==> config.mk <==
export PLATFORM = sky130hd
export DESIGN_NAME = if_stage
export DESIGN_NICKNAME = d
export VERILOG_FILES = /design/src/rtl/if_stage.sv
export SDC_FILE = /design/constraint.sdc
export NUM_CORES = 1
export LEC_CHECK = 0
export BUFFER_PORTS_ARGS = -buffer_cell sky130_fd_sc_hd__buf_2
export CELL_PAD_IN_SITES_DETAIL_PLACEMENT = 0
export CELL_PAD_IN_SITES_GLOBAL_PLACEMENT = 1
export CORE_MARGIN = 2
export CORE_UTILIZATION = 43
export DETAILED_ROUTE_END_ITERATION = 10
export PLACE_DENSITY = 0.91
export SLEW_MARGIN = 20
export SYNTH_ARGS = -nofsm -noshare
export SYNTH_HDL_FRONTEND = slang
export SYNTH_SLANG_ARGS = --single-unit
==> constraint.sdc <==
create_clock -name clk -period 6 [get_ports clk]
set_input_delay 1.2 -clock clk [delete_from_list [all_inputs] [get_ports clk]]
set_output_delay 1.2 -clock clk [all_outputs]
set_load 0.02 [all_outputs]
==> src/rtl/if_stage.sv <==
// Instruction-fetch stage: owns the PC, issues fetch requests to instruction
// memory and registers the fetched word into the IF/ID pipeline register.
// A resolved taken branch from decode redirects the PC and squashes IF/ID.
module if_stage #(
    parameter logic [63:0] RESET_PC = 64'h0,
    parameter logic [31:0] BUBBLE   = 32'h0000_0000
) (
    input  logic        clk,
    input  logic        reset,
    output logic [63:0] imem_addr,
    output logic        imem_req,
    input  logic        imem_ready,
    input  logic [31:0] imem_data,
    input  logic        stall,
    input  logic        br_taken,
    input  logic        uncond_br,
    input  logic [63:0] br_pc,
    input  logic [31:0] br_instr,
    output logic [31:0] if_id_instr,
    output logic [63:0] if_id_pc,
    output logic        if_id_valid
);

    typedef enum logic [0:0] {
        ST_BOOT  = 1'b0,
        ST_FETCH = 1'b1
    } state_t;

    state_t      state_r;
    logic [63:0] pc_r;
    logic        req_r;
    logic [31:0] if_id_instr_r;
    logic [63:0] if_id_pc_r;
    logic        if_id_valid_r;

    logic [63:0] br_target_s;
    logic [63:0] pc_inc_s;
    logic        unused_s;

    // Branch target: B format carries a 26-bit word offset, CB/B.cond a
    // 19-bit word offset in bits 23:5; both are sign-extended and scaled by 4.
    function automatic logic [63:0] branch_target(
        input logic [63:0] base,
        input logic [31:0] instr,
        input logic        uncond
    );
        logic [63:0] offset;
        if (uncond) begin
            offset = {{36{instr[25]}}, instr[25:0], 2'b00};
        end else begin
            offset = {{43{instr[23]}}, instr[23:5], 2'b00};
        end
        return base + offset;
    endfunction

    // Next-PC candidates: redirect target and sequential successor.
    always_comb begin
        br_target_s = branch_target(br_pc, br_instr, uncond_br);
        pc_inc_s    = pc_r + 64'd4;
    end

    // The opcode bits of the branch word play no part in target formation.
    assign unused_s = ^br_instr[31:26];

    // Fetch address follows the PC directly so memory sees it this cycle.
    assign imem_addr   = pc_r;
    assign imem_req    = req_r;
    assign if_id_instr = if_id_instr_r;
    assign if_id_pc    = if_id_pc_r;
    assign if_id_valid = if_id_valid_r;

    // Fetch FSM: PC and IF/ID update with redirect > stall > capture > wait.
    always_ff @(posedge clk or negedge reset) begin
        if (!reset) begin
            state_r       <= ST_BOOT;
            req_r         <= 1'b0;
            pc_r          <= RESET_PC;
            if_id_instr_r <= BUBBLE;
            if_id_pc_r    <= 64'd0;
            if_id_valid_r <= 1'b0;
        end else begin
            case (state_r)
                ST_BOOT: begin
                    // One idle cycle out of reset; all pipeline inputs ignored.
                    state_r       <= ST_FETCH;
                    req_r         <= 1'b1;
                    pc_r          <= RESET_PC;
                    if_id_instr_r <= BUBBLE;
                    if_id_pc_r    <= 64'd0;
                    if_id_valid_r <= 1'b0;
                end
                ST_FETCH: begin
                    state_r <= ST_FETCH;
                    req_r   <= 1'b1;
                    if (br_taken) begin
                        // Wrong-path word in flight is dropped; one bubble follows.
                        pc_r          <= br_target_s;
                        if_id_instr_r <= BUBBLE;
                        if_id_pc_r    <= 64'd0;
                        if_id_valid_r <= 1'b0;
                    end else if (stall) begin
                        // Freeze; the same word is fetched again once released.
                        pc_r          <= pc_r;
                        if_id_instr_r <= if_id_instr_r;
                        if_id_pc_r    <= if_id_pc_r;
                        if_id_valid_r <= if_id_valid_r;
                    end else if (imem_ready) begin
                        pc_r          <= pc_inc_s;
                        if_id_instr_r <= imem_data;
                        if_id_pc_r    <= pc_r;
                        if_id_valid_r <= 1'b1;
                    end else begin
                        // Memory not ready: keep asking for the same address.
                        pc_r          <= pc_r;
                        if_id_instr_r <= BUBBLE;
                        if_id_pc_r    <= 64'd0;
                        if_id_valid_r <= 1'b0;
                    end
                end
                default: begin
                    state_r       <= ST_BOOT;
                    req_r         <= 1'b0;
                    pc_r          <= RESET_PC;
                    if_id_instr_r <= BUBBLE;
                    if_id_pc_r    <= 64'd0;
                    if_id_valid_r <= 1'b0;
                end
            endcase
        end
    end

endmodule
== Word-level counts from Yosys, hierarchy flattened ==
Cells that the tools add are included.

* Bits of input ports: 134
* Output and inout port bits: 162
* Bits in registers: 162
* Logic and storage cells: 28

* Reductions and logical operators: 1
* $add $sub $neg: 2
* Muxes and demuxes: 17
* Eq/ne operators: 2
* Bitwise gates (word level): 1

{| class="wikitable"
|+ Operators by type and width
! operator !! number
|-
| 64-bit 2-to-1 mux || 7
|-
| 64-bit one-hot mux with 2 select lines || 2
|-
| 32-bit 2-to-1 mux || 3
|-
| 64-bit by 3-bit adder with 64-bit output (second input constant) || 1
|-
| 64-bit adder || 1
|-
| 32-bit one-hot mux with 2 select lines || 1
|-
| 3-bit inequality test (second input constant) || 2
|-
| 1-bit 2-to-1 mux || 3
|-
| 1-bit one-hot mux with 2 select lines || 1
|-
| 2-bit AND reduction || 1
|-
| 1-bit NOT || 1
|}

== Logic depth before layout (Yosys ltp) ==
* Depth in word-level cells: 5
* Mapped depth: 16

== Worst setup path before layout ==
Ideal clock, no wire load.

* Path kind: input -> register
* From: input uncond_br
* To: register pc_r[61], in the netlist imem_addr[61]
* Library setup time: 0.136 ns
* Data arrival time: 4.587 ns
* Path slack: 1.277 ns
* Cell stages on the path: 15
* Required time: 5.864 ns
* Cell sequence: clkbuf_1 -> nand2b_1 -> nand2_1 -> ha_1 -> buf_2 -> a21oi_1 -> o21ai_1 -> a21o_1 -> a21oi_1 -> o21ai_0 -> nor3b_1 -> or3_1 -> buf_6 -> a2111oi_2 -> a211oi_2

* Word-level cells in the longest chain between the ends: 4

{| class="wikitable"
|+ Ends and longest elaborated chain
! item !! line !! RTL
|-
| from (decl) || 16 || <nowiki>input logic uncond_br,</nowiki>
|-
| 64-bit 2-to-1 mux || 48 || <nowiki>if (uncond) begin</nowiki>
|-
| 64-bit adder || 53 || <nowiki>return base + offset;</nowiki>
|-
| 64-bit 2-to-1 mux || 95 || <nowiki>if (br_taken) begin</nowiki>
|-
| 64-bit one-hot mux with 2 select lines || 82 || <nowiki>case (state_r)</nowiki>
|-
| to (signal assigned) || 97 || <nowiki>pc_r <= br_target_s;</nowiki>
|-
| to (signal assigned) || 103 || <nowiki>pc_r <= pc_r;</nowiki>
|-
| to (signal assigned) || 108 || <nowiki>pc_r <= pc_inc_s;</nowiki>
|-
| to (decl) || 30 || <nowiki>logic [63:0] pc_r;</nowiki>
|}

Every way passes these cells.
A chain may end at the register's enable or synchronous reset.

== Worst setup path in the final report ==
* From: input uncond_br
* To: register pc_r[42], in the netlist imem_addr[42]

The elaborated chain is that of the path after synthesis.

==> flow_summary.json <==
{
  "ctsHoldBuffers": 0,
  "worst_hold_path_type": "flop to flop",
  "synth-seq-area-share": 0.361,
  "grt_setup_unrepaired": "false",
  "gp_routability_congestion": 0.920,
  "synth_top_cell_area_share": 0.361,
  "max_cap_viol_count": 0,
  "postLayoutCellArea_sq_um": 13500,
  "chipWidth_um": 166,
  "drtAntennaViolNets": 0,
  "core_area_sq_um": 25800,
  "dr.first_iter.drc_count": 1026,
  "timing.final.crit_period_ns": 4.44,
  "setup_slack_of_the_most_critical_reg_to_reg_path_ns": 3.25,
  "drv_slew": 0,
  "netlist_top_cells_area": "dfrtp_1 (36%), a22o_1 (7.6%), ha_1 (6.9%), xnor2_1 (5.3%), a21oi_1 (3.9%)",
  "synth-main-ff-cell": "dfrtp_1",
  "setup_ws_ns": 1.56,
  "syn_to_final_growth_pct": 20.0,
  "power-per-cell-area_nw_per_um2": 242,
  "first_global_vias": 9635,
  "total_overflow_reported_by_the_global_router": 0,
  "timing.critical_path.required_ns": 6.26,
  "floorplan.die_area_sq_um": 27400,
  "setup_tns_ns": 0,
  "netlist_area_sq_um": 11200,
  "synth_seq_cells": 162,
  "maximum_number_of_pins_on_one_net_before_global_route_repair": 98,
  "tritoncts": "done",
  "fin_nets": 1671,
  "skew_pair_late_insertion_delay_ns": 0.43,
  "cts.sinks": 162,
  "num_rows": 59,
  "route.detailed.wl_per_inst_um": 18.6,
  "cts_buffer_depth": 2,
  "reg2reg_to": "imem_addr[61]",
  "timing.critical_path.from_type": "input pin",
  "die-height_um": 166,
  "worst_path_largest_cell_delay_ns": 0.39,
  "ir_drop_uv": 173,
  "syn-num-nets": 1423,
  "most_common_cell_on_crit_path": "a21oi_1",
  "h-tree-depth": 4,
  "tritoncts.num_buffers": 17,
  "cpMaxStageDelayCell": "fa_1",
  "postCtsResizedCells": 0,
  "ordered_list_of_cells_on_the_worst_path": "buf_2, buf_4, mux2_2, ha_1, inv_1, fa_1, nand2b_1, a211o_1, a21bo_2, o211ai_2, a21oi_1, o21bai_1, a21oi_1, xnor2_1, a21oi_1",
  "ios": 296,
  "count_of_flip_flops_with_a_built_in_enable_after_synthesis": 0,
  "finalHoldViolCount": 0,
  "initial_standard_cell_utilization_of_the_core": 0.434,
  "fin_worst_skew_ns": 0.0141,
  "timing.reg2reg.worst_path_depth": 9,
  "synth.distinct_cells": 82,
  "grtUsageTotal": 0.240,
  "rr_startpoint": "imem_addr[9]",
  "share_of_final_layout_standard_cells_stronger_than_drive_strength_1": 0.263,
  "worst-slew-pin-transition_ns": 1.08,
  "hold_end": "if_id_pc[18]",
  "hold-worst-slack_ns": 0.499,
  "postCtsSetupRepairBufs": 0,
  "drt_pre_antenna_iters": 5,
  "detailed_place_hpwl_um": 26000,
  "port_buffers": 289,
  "final.fill_count": 2400,
  "clk_pin_slew_worst_setup_hold_paths_ns": 0.06,
  "finalCritPeriodShare": 0.740,
  "vias_per_cell": 5.72,
  "critPathArrivalTime_ns": 4.70,
  "hp-start": "if_id_pc[18]",
  "cts.root.buffer_cell": "clkbuf_16",
  "pre_cts_slack_ns": 1.18,
  "drcViolationCount": 0,
  "min_path_cells": 1,
  "area_leader_netlist": "dfrtp_1",
  "synth-warning-count": 0,
  "total_leakage_power_nw": 6.71,
  "timing.setup.critical_path_class": "input pin to flop",
  "path_max_fanout": 18,
  "synthCells": 1226,
  "avg_synthesized_cell_area_sq_um": 9.15,
  "run_status": "finished, final reports clean",
  "share_of_async_settable_or_async_resettable_flops_after_synthesis": 1.00,
  "normalized_max_slew_margin": 0.282,
  "vias": 10400,
  "grt_pass1_wl_um": 51700,
  "maxClockFrequency_mhz": 225,
  "placed_area_sq_um": 12900,
  "initial_antenna_violation_count": 1,
  "cp-end-kind": "flop",
  "overall_routed_net_length_um": 33800,
  "finalSetupViolations": 0
}
==> registers in the layout, summed over array words and instances (netlist names) <==
register     cells
if_id_instr     32
if_id_pc        64
if_id_valid      1
imem_addr       64
imem_req         1
==> cell usage after synthesis (all sizes together) (4+ instances only) <==
master and n:
mux2 17, or2 5, o31ai 4, o21ai 60, o21bai 13, clkbuf 49
nand2 104, nor3 21, nand2b 8, nand3 42, and2 16, buf 21
ha 62, a221oi 4, inv 30, a21oi 94, mux2i 4, o211ai 13
a211o 7, a31oi 7, a22o 97, nor2 90, or3 6, dfrtp 162
nand4 38, a21o 35, and4 6, xnor2 68, a211oi 30, and3 20
xor2 35, nor2b 9, o21a 4, o22ai 7
==> worst max-delay path by stage <==
stage,slack [ns],endpoint,startpoint,depth (start not counted)
final,1.56,imem_addr[42],uncond_br,15
after global routing,1.26,imem_addr[54],uncond_br,13
after CTS,1.61,imem_addr[63],uncond_br,14
after detailed placement,1.18,imem_addr[63],uncond_br,14
after global placement,1.19,imem_addr[63],uncond_br,14
after floorplan,1.28,imem_addr[61],uncond_br,15
==> cells in the final DEF, fill, tap and decap left out, drive strengths merged, types with 6 or more instances in the layout <==
cell type	count
buf	299
dfrtp	162
nand2	104
a22o	97
a21oi	94
nor2	90
xnor2	68
ha	62
o21ai	60
nand3	42
nand4	38
inv	36
xor2	35
a21o	35
a211oi	30
nor3	21
and3	20
clkbuf	19
mux2	17
and2	16
o21bai	13
o211ai	13
nor2b	9
nand2b	8
a31oi	7
o22ai	7
a211o	7
and4	6
or3	6
==> critical path: cells and delay by family <==
kind / cells / cell delay [ns]
fa+ha+maj: 2 / 0.59
simple gates: 1 / 0.18
mux: 1 / 0.22
xor+xnor: 1 / 0.38
buf+inv: 3 / 0.51
compound gates: 7 / 1.60
==> final cells by class <==
class	instances	area [sq um]	area share
Multi-Input combinational cell	964	6780	0.503
Sequential cell	162	4050	0.301
Timing Repair Buffer	299	1530	0.113
Clock buffer	19	453	0.0336
Tap cell	335	419	0.0311
Clock inverter	13	120	0.00892
Inverter	30	113	0.00836
Antenna cell	1	2.50	0.000186
==> through the flow <==
step,power (mW),std cells,utilization
finish,3.25,1823,0.521
global route,3.42,1822,0.521
CTS,3.27,1822,0.521
detailed placement,2.22,1790,0.499
global placement,2.21,1790,0.499
floorplan,1.89,1226,-
==> per-layer routing <==
metal	vias up	track usage	part of all wire
met3	46	0.0325	0.057
met2	370	0.362	0.43
met4	0	0.0713	0.020
li1	5045	-	-
met1	4972	0.356	0.49
met5	-	0	0
==> power by group <==
group          switching, mW  leakage (nW)  internal [mW]
Sequential            0.0945          2.20           1.15
Combinational          0.607          4.23          0.367
Clock                  0.467         0.278          0.567
Total                   1.17          6.71           2.09
==> logic make-up after synthesis <==
group	after synthesis	synth area share
compound gates	403	0.265
xor+xnor	103	0.0804
fa+ha+maj	63	0.0710
buf+inv	100	0.0359
flops	162	0.361
mux	21	0.0206
other cells	1	0.000334
simple gates	373	0.165
(Power assumes the default switching activity.)
